File: config.mk
export PLATFORM = sky130hd
export DESIGN_NAME = operand_stage
export DESIGN_NICKNAME = d
export VERILOG_FILES = /design/src/rtl/operand_stage_pkg.sv /design/src/rtl/operand_stage_regfile.sv /design/src/rtl/operand_stage.sv
export SDC_FILE = /design/constraint.sdc
export NUM_CORES = 1
export LEC_CHECK = 0
export BUFFER_PORTS_ARGS = -buffer_cell sky130_fd_sc_hd__buf_2
export CORE_ASPECT_RATIO = 2
export CORE_MARGIN = 10
export CORE_UTILIZATION = 36
export DETAILED_ROUTE_END_ITERATION = 8
export PLACE_DENSITY_LB_ADDON = 0.05
export SYNTH_ARGS = -nofsm -noshare
export SYNTH_HDL_FRONTEND = slang
export SYNTH_SLANG_ARGS = --single-unit
File: constraint.sdc
create_clock -name clk -period 6.1 [get_ports clk]
set_clock_uncertainty 0.1 [all_clocks]
set_input_delay 1.525 -clock clk [delete_from_list [all_inputs] [get_ports clk]]
set_output_delay 1.525 -clock clk [all_outputs]
set_load 0.05 [all_outputs]
File: src/rtl/operand_stage_pkg.sv
// Shared definitions for the operand stage and the downstream 16-bit shifter:
// shift-code constants, default widths and a reference shift helper.
package operand_stage_pkg;

    localparam int DATA_W_DEF = 16;
    localparam int NREG_DEF   = 8;
    localparam int SEL_W_DEF  = 3;

    localparam logic [1:0] SH_NONE = 2'b00;
    localparam logic [1:0] SH_LSL  = 2'b01;
    localparam logic [1:0] SH_LSR  = 2'b10;
    localparam logic [1:0] SH_ASR  = 2'b11;

    typedef struct packed {
        logic [DATA_W_DEF-1:0] data;
        logic [1:0]            shift;
    } operand_t;

    // Single-bit shift as performed by the downstream shifter.
    function automatic logic [DATA_W_DEF-1:0] apply_shift(
        input logic [DATA_W_DEF-1:0] d,
        input logic [1:0]            code
    );
        logic [DATA_W_DEF-1:0] res;
        case (code)
            SH_NONE: res = d;
            SH_LSL:  res = {d[DATA_W_DEF-2:0], 1'b0};
            SH_LSR:  res = {1'b0, d[DATA_W_DEF-1:1]};
            SH_ASR:  res = {d[DATA_W_DEF-1], d[DATA_W_DEF-1:1]};
            default: res = d;
        endcase
        return res;
    endfunction

endpackage

File: src/rtl/operand_stage_regfile.sv
// NREG x DATA_W register file: one-hot write decode, combinational read mux.
// Optional write-through forwarding when OPERAND_STAGE_BYPASS_EN is defined.
module operand_stage_regfile
    import operand_stage_pkg::*;
#(
    parameter int DATA_W = DATA_W_DEF,
    parameter int NREG   = NREG_DEF,
    parameter int SEL_W  = SEL_W_DEF
) (
    input  logic              clk,
    input  logic              reset,
    input  logic              write,
    input  logic [SEL_W-1:0]  writenum,
    input  logic [DATA_W-1:0] data_in,
    input  logic [SEL_W-1:0]  readnum,
    output logic [DATA_W-1:0] rd_data
);

    logic [DATA_W-1:0] r_mem [NREG];
    logic [NREG-1:0]   w_wr_en;
    logic [DATA_W-1:0] w_rd_raw;

    // One-hot write enable per register
    always_comb begin
        w_wr_en = '0;
        for (int i = 0; i < NREG; i++) begin
            w_wr_en[i] = write && (writenum == SEL_W'(i));
        end
    end

    // Register storage, cleared by reset
    always_ff @(posedge clk or posedge reset) begin
        if (reset) begin
            for (int i = 0; i < NREG; i++) begin
                r_mem[i] <= '0;
            end
        end else begin
            for (int i = 0; i < NREG; i++) begin
                if (w_wr_en[i]) begin
                    r_mem[i] <= data_in;
                end
            end
        end
    end

    assign w_rd_raw = r_mem[readnum];

`ifdef OPERAND_STAGE_BYPASS_EN
    // Forward write data when reading the register being written
    always_comb begin
        if (write && (writenum == readnum)) begin
            rd_data = data_in;
        end else begin
            rd_data = w_rd_raw;
        end
    end
`else
    // Reads always see the pre-write contents
    always_comb begin
        rd_data = w_rd_raw;
    end
`endif

endmodule

File: src/rtl/operand_stage.sv
// Operand stage: register file plus operand A/B latches with a valid/ready
// handshake toward the shifter. Optional macro: OPERAND_STAGE_BYPASS_EN.
module operand_stage
    import operand_stage_pkg::*;
#(
    parameter int DATA_W = DATA_W_DEF,
    parameter int NREG   = NREG_DEF,
    parameter int SEL_W  = SEL_W_DEF
) (
    input  logic              clk,
    input  logic              reset,
    input  logic              write,
    input  logic [SEL_W-1:0]  writenum,
    input  logic [DATA_W-1:0] data_in,
    input  logic [SEL_W-1:0]  readnum,
    input  logic              loada,
    input  logic              loadb,
    input  logic [1:0]        shift_in,
    input  logic              in_valid,
    output logic              in_ready,
    output logic              out_valid,
    input  logic              out_ready,
    output logic [DATA_W-1:0] a_out,
    output logic [DATA_W-1:0] sh_in,
    output logic [1:0]        shift_out,
    output logic [DATA_W-1:0] rd_data
);

    logic [DATA_W-1:0] w_rd_data;
    logic              w_stall;
    logic              w_accept;
    logic              w_consume;
    logic              w_in_ready;

    logic [DATA_W-1:0] r_a;
    logic [DATA_W-1:0] r_sh_in;
    logic [1:0]        r_shift;
    logic              r_out_valid;

    operand_stage_regfile #(
        .DATA_W (DATA_W),
        .NREG   (NREG),
        .SEL_W  (SEL_W)
    ) u_regfile (
        .clk      (clk),
        .reset    (reset),
        .write    (write),
        .writenum (writenum),
        .data_in  (data_in),
        .readnum  (readnum),
        .rd_data  (w_rd_data)
    );

    assign w_in_ready = !r_out_valid || out_ready;
    assign w_stall    = r_out_valid && !out_ready;
    assign w_accept   = loadb && in_valid && w_in_ready;
    assign w_consume  = r_out_valid && out_ready;

    // Operand B latch and valid flag; a new accept overrides a same-cycle consume
    always_ff @(posedge clk or posedge reset) begin
        if (reset) begin
            r_sh_in     <= '0;
            r_shift     <= SH_NONE;
            r_out_valid <= 1'b0;
        end else if (w_accept) begin
            r_sh_in     <= w_rd_data;
            r_shift     <= shift_in;
            r_out_valid <= 1'b1;
        end else if (w_consume) begin
            r_out_valid <= 1'b0;
        end else begin
            r_out_valid <= r_out_valid;
        end
    end

    // Operand A latch; loads arriving during a stall are dropped
    always_ff @(posedge clk or posedge reset) begin
        if (reset) begin
            r_a <= '0;
        end else if (loada && !w_stall) begin
            r_a <= w_rd_data;
        end else begin
            r_a <= r_a;
        end
    end

    assign in_ready  = w_in_ready;
    assign out_valid = r_out_valid;
    assign a_out     = r_a;
    assign sh_in     = r_sh_in;
    assign shift_out = r_shift;
    assign rd_data   = w_rd_data;

endmodule

==> results of run 1 <==
## critical path: cells and delay by family
family,cells,cell delay [ns]
buffers and inverters,3,1.02
muxes,1,0.37
AOI/OAI and AO/OA,1,0.31
and+or+nand+nor,1,0.13
## layer usage
metal / track usage [%] / vias up
li1: - / 2094
met1: 16.26 / 2433
met2: 30.95 / 60
met3: 3.060 / 19
met4: 6.552 / 2
met5: 0 / -
## cells in the final DEF (no fill, tap or decap), types with 2 or more instances in the layout
cell and count:
a22o_1 16, buf_2 82, buf_4 6, bufinv_16 3, clkbuf_16 17, clkbuf_8 4
clkinv_2 2, clkinvlp_4 3, dfrtp_1 163, inv_1 2, inv_6 3, mux2_1 2
mux2_2 160, mux2i_1 32, nand2_1 5, nand4b_2 3, nor2_1 17, nor2b_1 2
nor3_4 2, nor3b_4 2, o21ai_0 32, o22ai_1 16, o31ai_1 32
## area by class of cell
type,instances,area share (%)
Clock inverter,11,1.738
Tap cell,262,3.827
Timing Repair Buffer,89,5.551
Clock buffer,21,5.609
Inverter,3,0.1899
Multi-Input combinational cell,325,35.47
Sequential cell,163,47.62
## cell families (layout without fill, tap and decap cells)
logic type | after synthesis | count (layout) | synth area share [%]
buffers and inverters | 35 | 124 | 2.869
and+or+nand+nor | 35 | 35 | 3.449
muxes | 194 | 194 | 29.27
DFF | 163 | 163 | 55.67
AOI/OAI and AO/OA | 96 | 96 | 8.743
## metrics by stage
step                      total power [mW]  instance area, um2  utilization, %
after CTS                            3.502                8566           42.82
after global routing                 3.610                8566           42.82
after floorplan                      2.088                7327               -
after detailed placement             2.358                7936           39.68
final                                3.456                8566           42.82
after global placement               2.333                7936           39.68
## flip-flops by register name (all words and copies together) (netlist names)
name and cells:
sh_in 16, a_out 16, shift_out 2, u_regfile.r_mem 128, out_valid 1
## power by group through the flow
stage	Clock [mW]	Sequential, mW	Combinational, mW
3_3_place_gp	0	1.45	0.886
3_5_place_dp	0	1.46	0.900
6_report	1.14	1.44	0.881
5_1_grt	1.20	1.47	0.942
2_1_floorplan	0	1.60	0.488
4_1_cts	1.16	1.44	0.901
## path summary, 6_finish.rpt
check | startpoint | endpoint | slack (ns) | depth (start not counted)
max | readnum[0] | rd_data[9] | 1.10 | 6
min | u_regfile.r_mem[91]$_DFFE_PP0P_ | u_regfile.r_mem[91]$_DFFE_PP0P_ | 0.40 | 1
max reg2reg | out_valid$_DFFE_PP0P_ | shift_out[1]$_DFFE_PP0P_ | 4.20 | 5
min reg2reg | u_regfile.r_mem[91]$_DFFE_PP0P_ | u_regfile.r_mem[91]$_DFFE_PP0P_ | 0.40 | 1
max in group asynchronous | reset | u_regfile.r_mem[19]$_DFFE_PP0P_ | 3.62 | 3
min in group asynchronous | reset | sh_in[2]$_DFFE_PP0P_ | 1.10 | 2
==> impl_summary.txt, run 1 <==
----------------------------------------------------
[Timing]
  FMAX ... 200.1 MHz
  Max-slew headroom at the worst pin ... 22.94%
  Final critical-path setup slack ... 1.103 ns
  Total negative slack for setup checks ... 0 ns
  Worst hold margin ... 0.3972 ns
  Slew at the pin with the worst max-slew slack ... 1.155 ns
  Final hold violation count ... 0
  Setup repair after global routing missed its margin ... no
  Max-slew violation count ... 0
  Min Tclk post-route ... 4.997 ns
  Count of endpoints failing setup in the final report ... 0
  Post-route clock period utilization ... 81.92%

[Power]
  Switching share of power ... 32.61%
  Net Switching ... 1.127 mW
  Part of the power in registers ... 41.6%
  Peak ir drop on the vdd network ... 209.4 uV
  Power per unit of standard cell area ... 403.4 nW/um2
  Leakage ... 3.806 nW
  Clock network fraction of total power ... 32.9%
  Share of power burned in combinational logic ... 25.5%
  Internal power consumption ... 2.329 mW

[Yosys]
  Dominant register cell in the synthesized netlist ... dfrtp_1
  Mean area per synthesized cell ... 14.01 um2
  Post-synth EDFFs ... 0
  Top cells by area in the synthesized netlist ... dfrtp_1 56%, mux2_2 25%, mux2i_1 4.4%
  Synth Instances ... 523
  Most common library cells after synthesis ... 163 x dfrtp_1, 160 x mux2_2, 32 x mux2i_1, 32 x o21ai_0, 32 x o31ai_1
  Synthesis warning total ... 0
  Library cell with the largest summed area after synthesis ... dfrtp_1
  Netlist area before placement ... 7327 um2
  Netlist cell types ... 24
  Library cell with the highest instance count after synthesis ... dfrtp_1
  Number of nets in the synthesized netlist ... 554
  Synthesized flop and latch total ... 163
  Sequential share of the synthesized area ... 55.67%
  Fraction of registers with async set/reset ... 100.0%
  Area share of the leading cell type in the synthesized netlist ... 55.67%

[Clock tree]
  Number of resized instances in the post-cts repair step ... 0
  Maximum level of the CTS H-tree ... 4
  CTS tree ... done
  Clk slew on worst S/H paths ... 0.06 ns
  Num Clock Sinks ... 163
  Post-CTS Repair Setup Buffers ... 0
  Clock Tree Buf Depth ... 2
  Clock buffers created by TritonCTS ... 17
  Clock latency on the worst-skew pair ... 0.43 ns
  Root Buffer Master ... clkbuf_16
  Cts hold-fix bufs ... 0

[Placement]
  Dpl ws ... 1.082 ns
  Count of input and output buffers ... 82
  Detailed placement HPWL ... 14,530 um
  DP Cell Count ... 842
  Routability congestion estimate ... 0.7649

[Critical path]
  Highest cell delay on the worst timing path ... 0.45 ns
  Cell chain of the critical path ... buf_2 -> buf_12 -> mux2_2 -> o22ai_1 -> nor2_1 -> buf_2
  Critical path arrival ... 3.37 ns
  Required time at the worst-slack endpoint ... 4.47 ns
  Crit end category ... output pin
  Maximum fanout along the worst path ... 35
  Cell with the largest stage delay on the worst path ... buf_2
  Most common cell type on the critical path ... buf_2
  Type of element launching the critical path ... primary input
  Critical path type ... in2out

[Final layout]
  Number of antenna diodes ... 0
  Post-synthesis to final-layout area growth ... 16.91%
  Share of final-layout standard cells stronger than drive strength 1 ... 47.71%
  Fill cell instance count of the final layout ... 1,899
  Net count, final ... 630
  Flip-flop and latch area ... 4079 um2
  Area of the multi-input gates ... 3038 um2
  Post-route insts no fill ... 874

[Routing]
  Vias after detailed routing ... 4,608
  Number of optimization iterations in the first detailed-route pass ... 4
  Routed metal-1 wire length ... 7570 um
  DRC marker count from the first detailed-route iteration ... 227
  Antenna-violating nets left ... 0
  DR vias/cell ... 5.272
  Routed wirelength normalized by instance count ... 24.17 um
  Remaining routing DRC violations ... 0
  Detailed route wirelength on metal2 ... 12,580 um
  Top layer in use ... met5
  Total Wirelength ... 21,120 um
  Met3 wire length ... 440 um

[Floorplanning]
  Floorplan Core Area ... 20,000 um2
  Horizontal extent of the die ... 120.9 um
  I/O pin count ... 83
  Die Height ... 221.8 um
  Initial core utilization ... 36.63%
  Area enclosed by the die boundary ... 26,810 um2
  Number of rows created at floorplan ... 73

[GRT]
  Initial antenna violation count ... 1
  Wire length of the first global-routing pass ... 32,340 um
  Total track usage ... 16.18%
  Pin count of the biggest net entering global routing ... 77
  Via count of the first global-routing pass ... 5,194
  Grt total ovfl ... 0

[Outcome]
  Result of the run ... complete, no violations

[Run]
  Number of maximum-capacitance constraint violations ... 0

[Hold path]
  Class of the tightest hold or removal check ... reg2reg

----------------------------------------------------
Note: power is estimated with default switching activity, not from simulation.
==> run 2, diff against run 1 <==
--- a/config.mk
+++ b/config.mk
@@ -5,6 +5,7 @@
 export SDC_FILE = /design/constraint.sdc
 export NUM_CORES = 1
 export LEC_CHECK = 0
+export ABC_AREA = 1
 export BUFFER_PORTS_ARGS = -buffer_cell sky130_fd_sc_hd__buf_2
 export CORE_ASPECT_RATIO = 2
 export CORE_MARGIN = 10
==> constraint.sdc (replaced) <==
create_clock -name clk -period 4.9 [get_ports clk]
set_clock_uncertainty 0.1 [all_clocks]
set_input_delay 1.225 -clock clk [delete_from_list [all_inputs] [get_ports clk]]
set_output_delay 1.225 -clock clk [all_outputs]
set_load 0.05 [all_outputs]
==> run 2 against run 1 <==
  * First-iteration DRC count grew 130%
  * Core utilization shrank 0.90 points
  * Synthesized area grew 3.6%
  * Clock power grew 12%
  * Critical path depth grew 1
  * Register-to-register slack lost 0.95 ns
  * Die area grew 3.2%
  * Cell count grew 50%
  * Sequential share of layout area shrank 0.91 points
  * Sequential power grew 19%
  * Setup slack lost 0.38 ns
  * Critical endpoint is now rd_data[1]
  * Largest cell class unchanged
  * Largest power group unchanged
==> impl_summary.txt, run 2 <==
----------------------------------------------------
[Yosys]
  Synth Instances ... 969 (was 523)
  Mean area per synthesized cell ... 7.836 um2 (was 14.01 um2)
  Synthesis warning total ... 0 (unchanged)
  Library cell with the highest instance count after synthesis ... nand2_1 (was dfrtp_1)
  Dominant register cell in the synthesized netlist ... dfrtp_1 (unchanged)
  Number of nets in the synthesized netlist ... 1,000 (was 554)
  Top cells by area in the synthesized netlist ... dfrtp_1 54%, nand2_1 18%, nand3_1 7.4% (was dfrtp_1 56%, mux2_2 25%, mux2i_1 4.4%)
  Netlist cell types ... 19 (was 24)
  Area share of the leading cell type in the synthesized netlist ... 53.72% (was 55.67%)
  Post-synth EDFFs ... 0 (unchanged)
  Sequential share of the synthesized area ... 53.72% (was 55.67%)
  Fraction of registers with async set/reset ... 100.0% (unchanged)
  Library cell with the largest summed area after synthesis ... dfrtp_1 (unchanged)
  Synthesized flop and latch total ... 163 (unchanged)
  Most common library cells after synthesis ... 368 x nand2_1, 163 x dfrtp_1, 117 x inv_1, 113 x nand3_1, 108 x o21ai_0 (was 163 x dfrtp_1, 160 x mux2_2, 32 x mux2i_1, 32 x o21ai_0, 32 x o31ai_1)
  Netlist area before placement ... 7594 um2 (was 7327 um2)

[Clock tree]
  Clock buffers created by TritonCTS ... 17 (unchanged)
  Cts hold-fix bufs ... 0 (unchanged)
  Number of resized instances in the post-cts repair step ... 0 (unchanged)
  Post-CTS Repair Setup Buffers ... 0 (unchanged)
  Clk slew on worst S/H paths ... 0.06 ns (about the same)
  Root Buffer Master ... clkbuf_16 (unchanged)
  Clock latency on the worst-skew pair ... 0.43 ns (about the same)
  CTS tree ... done (unchanged)
  Num Clock Sinks ... 163 (unchanged)
  Clock Tree Buf Depth ... 2 (unchanged)
  Maximum level of the CTS H-tree ... 4 (unchanged)

[Critical path]
  Maximum fanout along the worst path ... 64 (was 35)
  Worst R2R Path Depth ... 5 (unchanged)
  Crit end category ... output pin (unchanged)
  Buffering stage count on the worst path with inverters included ... 3 (unchanged)
  Cell chain of the critical path ... buf_2 -> buf_4 -> nand2_1 -> nand3_1 -> nand3_1 -> and2_1 -> buf_2 (was buf_2 -> buf_12 -> mux2_2 -> o22ai_1 -> nor2_1 -> buf_2)
  Critical path type ... in2out (unchanged)
  Number of logic stages on the critical path including buffering ... 7 (was 6)
  Worst Setup SP ... readnum[0] (unchanged)
  Kind of cell adding the most delay to the critical path ... buffers and inverters (unchanged)
  Type of element launching the critical path ... primary input (unchanged)
  Cell with the largest stage delay on the worst path ... buf_4 (was buf_2)
  FF-to-FF Start ... out_valid$_DFFE_PP0P_ (unchanged)
  Critical path arrival ... 2.85 ns (was 3.37 ns)
  Highest cell delay on the worst timing path ... 0.61 ns (was 0.45 ns)
  Required time at the worst-slack endpoint ... 3.58 ns (was 4.47 ns)

[Routing]
  Total Wirelength ... 22,080 um (was 21,120 um)
  Vias after detailed routing ... 6,330 (was 4,608)
  DR vias/cell ... 4.814 (was 5.272)
  Number of optimization iterations in the first detailed-route pass ... 4 (unchanged)
  Remaining routing DRC violations ... 0 (unchanged)
  DRC marker count from the first detailed-route iteration ... 523 (was 227)
  Routed wirelength normalized by instance count ... 16.79 um (was 24.17 um)
  Antenna-violating nets left ... 0 (unchanged)

[Final layout]
  Share of final-layout standard cells stronger than drive strength 1 ... 13.29% (was 47.71%)
  Post-synthesis to final-layout area growth ... 15.01% (was 16.91%)
  Commonest non-fill, non-tap cells in the layout ... 368 x nand2_1, 163 x dfrtp_1, 116 x inv_1 (was 163 x dfrtp_1, 160 x mux2_2, 82 x buf_2)
  Final instance area ... 8733 um2 (was 8566 um2)
  Most frequent standard cell in the layout excluding fill and tap cells ... nand2_1 (was dfrtp_1)
  Net count, final ... 1,064 (was 630)
  Fill cell instance count of the final layout ... 2,280 (was 1,899)
  Number of flip-flops under the largest register name ... 128 (unchanged)
  Number of antenna diodes ... 0 (unchanged)
  Reg with most FFs ... u_regfile.r_mem (unchanged)

[Power]
  Switching share of power ... 33.86% (was 32.61%)
  Leakage ... 4.621 nW (was 3.806 nW)
  Share of power burned in combinational logic ... 23.5% (was 25.5%)
  Peak ir drop on the vdd network ... 191.0 uV (was 209.4 uV)
  Internal power consumption ... 2.594 mW (was 2.329 mW)
  Clock network fraction of total power ... 32.6% (was 32.9%)
  Net Switching ... 1.328 mW (was 1.127 mW)
  Power per unit of standard cell area ... 449.1 nW/um2 (was 403.4 nW/um2)
  Part of the power in registers ... 43.9% (was 41.6%)

[Floorplanning]
  Initial core utilization ... 36.45% (was 36.63%)
  Horizontal extent of the die ... 122.7 um (was 120.9 um)
  Number of rows created at floorplan ... 75 (was 73)
  I/O pin count ... 83 (unchanged)
  Die Height ... 225.4 um (was 221.8 um)
  Area enclosed by the die boundary ... 27,650 um2 (was 26,810 um2)
  Floorplan Core Area ... 20,830 um2 (was 20,000 um2)

[Run]
  Number of maximum-capacitance constraint violations ... 0 (unchanged)

[Timing]
  Total negative slack for setup checks ... 0 ns (unchanged)
  Final hold violation count ... 0 (unchanged)
  Max-slew headroom at the worst pin ... 21.27% (was 22.94%)
  Post-route clock period utilization ... 85.28%
  Min Tclk post-route ... 4.179 ns
  Setup repair after global routing missed its margin ... no (unchanged)
  Max-slew violation count ... 0 (unchanged)
  Count of endpoints failing setup in the final report ... 0 (unchanged)
  FMAX ... 239.3 MHz
  Slew at the pin with the worst max-slew slack ... 1.178 ns (was 1.155 ns)

[GRT]
  Grt total ovfl ... 0 (unchanged)
  Pin count of the biggest net entering global routing ... 108 (was 77)
  Wire length of the first global-routing pass ... 35,230 um (was 32,340 um)
  Initial antenna violation count ... 0 (was 1)
  Via count of the first global-routing pass ... 5,966 (was 5,194)
  Total track usage ... 16.57% (was 16.18%)

[Placement]
  Placed inst area ... 8175 um2 (was 7936 um2)
  Count of input and output buffers ... 82 (unchanged)
  Detailed placement HPWL ... 14,290 um (was 14,530 um)
  Routability congestion estimate ... 0.7647 (was 0.7649)

[Outcome]
  Result of the run ... complete, no violations (unchanged)

[Hold path]
  Source of the worst hold timing path ... shift_out[0]$_DFFE_PP0P_ (was u_regfile.r_mem[91]$_DFFE_PP0P_)
  Class of the tightest hold or removal check ... reg2reg (unchanged)
  Min-Delay Path Depth ... 2 (was 1)

----------------------------------------------------
run 2: changes by cell type after synthesis, sizes merged, moves of 32 or more:
| cell | delta |
|---|---|
| mux2 | -162 |
| inv | +120 |
| mux2i | -32 |
| nand3 | +112 |
| nand2 | +364 |
| o31ai | -32 |
| o21ai | +96 |
run 2: worst paths after layout:
kind	endpoint	slack, ns
max in group asynchronous	u_regfile.r_mem[27]$_DFFE_PP0P_	2.94
min in group asynchronous	shift_out[1]$_DFFE_PP0P_	0.77
max reg2reg	a_out[2]$_DFFE_PP0P_	3.25
min	shift_out[0]$_DFFE_PP0P_	0.37
min reg2reg	shift_out[0]$_DFFE_PP0P_	0.37
max	rd_data[1]	0.72
run 2: cell type report:
type,instances,area [um2],area share [%]
clock buffer,23,478.0,5.473
clock inverter,9,80.08,0.9169
inverter,123,465.4,5.330
multi-input combinational,632,2754,31.53
sequential,163,4079,46.70
tap,269,336.6,3.854
timing repair buffer,96,540.5,6.189
run 2: metal layers:
metal  up-vias  share of wire, %  global-route usage [%]
met5         -                 0                       0
met3        11               5.1                   3.538
met1      3034                45                   22.05
li1       3145                 -                       -
met2       140                49                   26.27
met4         0               1.0                   4.889
run 2: worst reg2reg max path, delay by kind of cell (launching register included):
kind,cells,cell delay (ns)
buffers and inverters,1,0.40
DFF,1,0.42
and+or+nand+nor,4,0.69
run 2: through the flow:
step	utilization (%)	std cells	hold slack (ns)	setup WS, ns	power, mW
2_1_floorplan	-	969	0.3529	1.358	2.435
3_5_place_dp	39.24	1283	0.3533	0.7559	2.680
6_report	41.92	1315	0.3700	0.7213	3.922
4_1_cts	41.92	1315	0.3694	0.7561	3.979
5_1_grt	41.92	1315	0.3876	0.6048	4.155
3_3_place_gp	39.24	1283	0.3512	0.7745	2.670
run 2: cell families (layout without fill, tap and decap cells):
logic type | after synthesis | in the layout | share of synthesized area, %
compound gates | 129 | 129 | 8.651
buf+inv | 174 | 251 | 10.08
flops | 163 | 163 | 53.72
simple gates | 503 | 503 | 27.55
run 2: power groups by stage:
stage | Sequential (mW) | Combinational, mW | Clock [mW]
after global routing | 1.75 | 1.04 | 1.36
final | 1.72 | 0.923 | 1.28
after floorplan | 1.91 | 0.520 | 0
after global placement | 1.74 | 0.930 | 0
after CTS | 1.72 | 0.940 | 1.32
after detailed placement | 1.74 | 0.936 | 0
==> run 3, diff against run 2 <==
--- a/config.mk
+++ b/config.mk
@@ -9,7 +9,7 @@
 export BUFFER_PORTS_ARGS = -buffer_cell sky130_fd_sc_hd__buf_2
 export CORE_ASPECT_RATIO = 2
 export CORE_MARGIN = 10
-export CORE_UTILIZATION = 36
+export CORE_UTILIZATION = 57
 export DETAILED_ROUTE_END_ITERATION = 8
 export PLACE_DENSITY_LB_ADDON = 0.05
 export SYNTH_ARGS = -nofsm -noshare
==> run 3 against run 2 <==
  * Core utilization rose by 24 points
  * Hold slack improved by 0.0016 ns
  * Fmax rose by 2.0%
  * Critical path depth did not move
  * Sequential share of layout area rose by 0.43 points
  * Setup slack improved by 0.084 ns
  * Register-to-register slack got worse by 0.05 ns
  * Sequential power barely moved
  * Flip-flop and latch count did not move
  * Wire length fell by 12%
  * Cell area fell by 0.90%
  * Critical path type unchanged
  * Highest routed layer unchanged
==> impl_summary.txt, run 3 (same netlist as run 2, synthesis figures left out) <==
----------------------------------------------------
[Outcome]
  Result of the run ... complete, no violations (unchanged)

[Critical path]
  Required time at the worst-slack endpoint ... 3.58 ns (about the same)
  Crit end category ... output pin (unchanged)
  Cell with the largest stage delay on the worst path ... buf_4 (unchanged)
  Critical path type ... in2out (unchanged)
  Highest cell delay on the worst timing path ... 0.56 ns (was 0.61 ns)
  Maximum fanout along the worst path ... 64 (unchanged)
  Type of element launching the critical path ... primary input (unchanged)
  Critical path arrival ... 2.77 ns (was 2.85 ns)
  Cell chain of the critical path ... buf_2 -> buf_4 -> nand2_1 -> nand3_1 -> nand3_1 -> and2_1 -> buf_2 (unchanged)
  Flop2flop setup slack ... 3.20 ns (was 3.25 ns)

[Power]
  Clock network fraction of total power ... 35.4% (was 32.6%)
  Peak ir drop on the vdd network ... 261.1 uV (was 191.0 uV)
  Leakage ... 4.649 nW (was 4.621 nW)
  Net Switching ... 1.333 mW (was 1.328 mW)
  Switching share of power ... 32.68% (was 33.86%)
  Total Power ... 4.080 mW (was 3.922 mW)
  Share of power burned in combinational logic ... 22.4% (was 23.5%)
  Internal power consumption ... 2.747 mW (was 2.594 mW)
  Power per unit of standard cell area ... 471.4 nW/um2 (was 449.1 nW/um2)
  Part of the power in registers ... 42.2% (was 43.9%)

[Floorplanning]
  Number of rows created at floorplan ... 59 (was 75)
  Floorplan Core Area ... 13,070 um2 (was 20,830 um2)
  Area enclosed by the die boundary ... 18,620 um2 (was 27,650 um2)
  Horizontal extent of the die ... 101.6 um (was 122.7 um)
  Initial core utilization ... 58.12% (was 36.45%)
  Die Height ... 183.2 um (was 225.4 um)
  I/O pin count ... 83 (unchanged)

[Timing]
  Post-route clock period utilization ... 83.57% (was 85.28%)
  Count of endpoints failing setup in the final report ... 0 (unchanged)
  Slew at the pin with the worst max-slew slack ... 1.227 ns (was 1.178 ns)
  Max-slew headroom at the worst pin ... 17.98% (was 21.27%)
  Total negative slack for setup checks ... 0 ns (unchanged)
  Max-slew violation count ... 0 (unchanged)
  Final hold violation count ... 0 (unchanged)
  FMAX ... 244.2 MHz (was 239.3 MHz)
  Setup repair after global routing missed its margin ... no (unchanged)
  Min Tclk post-route ... 4.095 ns (was 4.179 ns)

[Clock tree]
  Number of resized instances in the post-cts repair step ... 0 (unchanged)
  Post-CTS Repair Setup Buffers ... 0 (unchanged)
  Root Buffer Master ... clkbuf_16 (unchanged)
  Num Clock Sinks ... 163 (unchanged)
  Maximum level of the CTS H-tree ... 4 (unchanged)
  Cts hold-fix bufs ... 0 (unchanged)
  Clock buffers created by TritonCTS ... 17 (unchanged)
  CTS tree ... done (unchanged)
  Clock latency on the worst-skew pair ... 0.42 ns (was 0.43 ns)
  Clock Tree Buf Depth ... 2 (unchanged)
  Clk slew on worst S/H paths ... 0.06 ns (about the same)

[Final layout]
  Post-synthesis to final-layout area growth ... 13.97% (was 15.01%)
  Net count, final ... 1,060 (was 1,064)
  Share of final-layout standard cells stronger than drive strength 1 ... 13.15% (was 13.29%)
  Reg with most FFs ... u_regfile.r_mem (unchanged)
  Utilization after layout ... 66.24% (was 41.92%)
  Number of flip-flops under the largest register name ... 128 (unchanged)
  Number of antenna diodes ... 0 (unchanged)
  Fill cell instance count of the final layout ... 1,174 (was 2,280)
  Post-route insts no fill ... 1,194 (was 1,315)
  Flip-flop and latch area ... 4079 um2 (unchanged)
  Commonest non-fill, non-tap cells in the layout ... 368 x nand2_1, 163 x dfrtp_1, 116 x inv_1 (unchanged)
  Area of the multi-input gates ... 2749 um2 (was 2754 um2)
  Most frequent standard cell in the layout excluding fill and tap cells ... nand2_1 (unchanged)

[Routing]
  DRC marker count from the first detailed-route iteration ... 464 (was 523)
  Detailed route wirelength on metal2 ... 9431 um (was 10,790 um)
  Total Wirelength ... 19,370 um (was 22,080 um)
  Antenna-violating nets left ... 0 (unchanged)
  Routed metal-1 wire length ... 8338 um (was 9924 um)
  Routed wirelength normalized by instance count ... 16.22 um (was 16.79 um)
  Vias after detailed routing ... 6,314 (was 6,330)
  Top layer in use ... met4 (unchanged)
  Remaining routing DRC violations ... 0 (unchanged)
  Met3 wire length ... 1303 um (was 1130 um)
  DR vias/cell ... 5.288 (was 4.814)
  Number of optimization iterations in the first detailed-route pass ... 5 (was 4)

[GRT]
  Initial antenna violation count ... 0 (unchanged)
  Grt total ovfl ... 0 (unchanged)
  Pin count of the biggest net entering global routing ... 118 (was 108)
  Total track usage ... 21.84% (was 16.57%)
  Via count of the first global-routing pass ... 6,042 (was 5,966)
  Wire length of the first global-routing pass ... 31,860 um (was 35,230 um)

[Placement]
  DP Cell Count ... 1,162 (was 1,283)
  Routability congestion estimate ... 0.8499 (was 0.7647)
  Count of input and output buffers ... 82 (unchanged)
  Detailed placement HPWL ... 11,980 um (was 14,290 um)

[Run]
  Number of maximum-capacitance constraint violations ... 0 (unchanged)

[Hold path]
  Class of the tightest hold or removal check ... reg2reg (unchanged)

----------------------------------------------------
run 3: cell types whose count changed in the layout (fill, tap and decap cells not counted):
cell / delta
clkinvlp_4: -1
inv_6: +4
buf_4: -5
buf_12: +1
clkinv_2: -4
bufinv_16: +3
nand3_2: -1
clkinv_4: +2
nand3_1: +1
clkbuf_8: -1
clkbuf_1: -3
run 3: power by group through the flow:
stage                     Clock, mW  Sequential (mW)  Combinational [mW]
after global placement            0             1.74               0.903
final                          1.44             1.72               0.915
after CTS                      1.46             1.72               0.923
after detailed placement          0             1.74               0.915
after global routing           1.52             1.75                1.03
after floorplan                   0             1.91               0.520
run 3: routing by layer:
layer	track usage (%)	vias up
li1	-	3133
met3	4.782	21
met5	0	-
met4	6.851	0
met1	28.82	2985
met2	34.82	175
run 3: final cells by class:
cell class                      count  share of cell area [%]
Clock buffer                       19                   5.233
Clock inverter                     13                   2.255
Tap cell                          152                   2.197
Multi-Input combinational cell    632                   31.76
Timing Repair Buffer               92                   6.043
Sequential cell                   163                   47.13
Inverter                          123                   5.378
run 3: per-stage QoR:
| step | hold slack [ns] | setup WS, ns | area (um2) |
|---|---|---|---|
| after global placement | 0.3477 | 0.8562 | 8006 |
| after floorplan | 0.3529 | 1.358 | 7597 |
| after global routing | 0.3902 | 0.6409 | 8655 |
| final | 0.3716 | 0.8051 | 8655 |
| after CTS | 0.3750 | 0.8411 | 8655 |
| after detailed placement | 0.3588 | 0.8433 | 8006 |
run 3: final timing paths:
check	to	cells after the start	startpoint
setup / recovery	rd_data[11]	7	readnum[0]
hold / removal	a_out[10]$_DFFE_PP0P_	2	a_out[10]$_DFFE_PP0P_
setup reg to reg	sh_in[9]$_DFFE_PP0P_	4	out_valid$_DFFE_PP0P_
hold reg to reg	a_out[10]$_DFFE_PP0P_	2	a_out[10]$_DFFE_PP0P_
max in group asynchronous	u_regfile.r_mem[91]$_DFFE_PP0P_	3	reset
min in group asynchronous	sh_in[5]$_DFFE_PP0P_	3	reset
run 3: critical path, delay by kind of cell:
kind	cells	cell delay, ns
buf+inv	3	0.86
simple gates	4	0.61
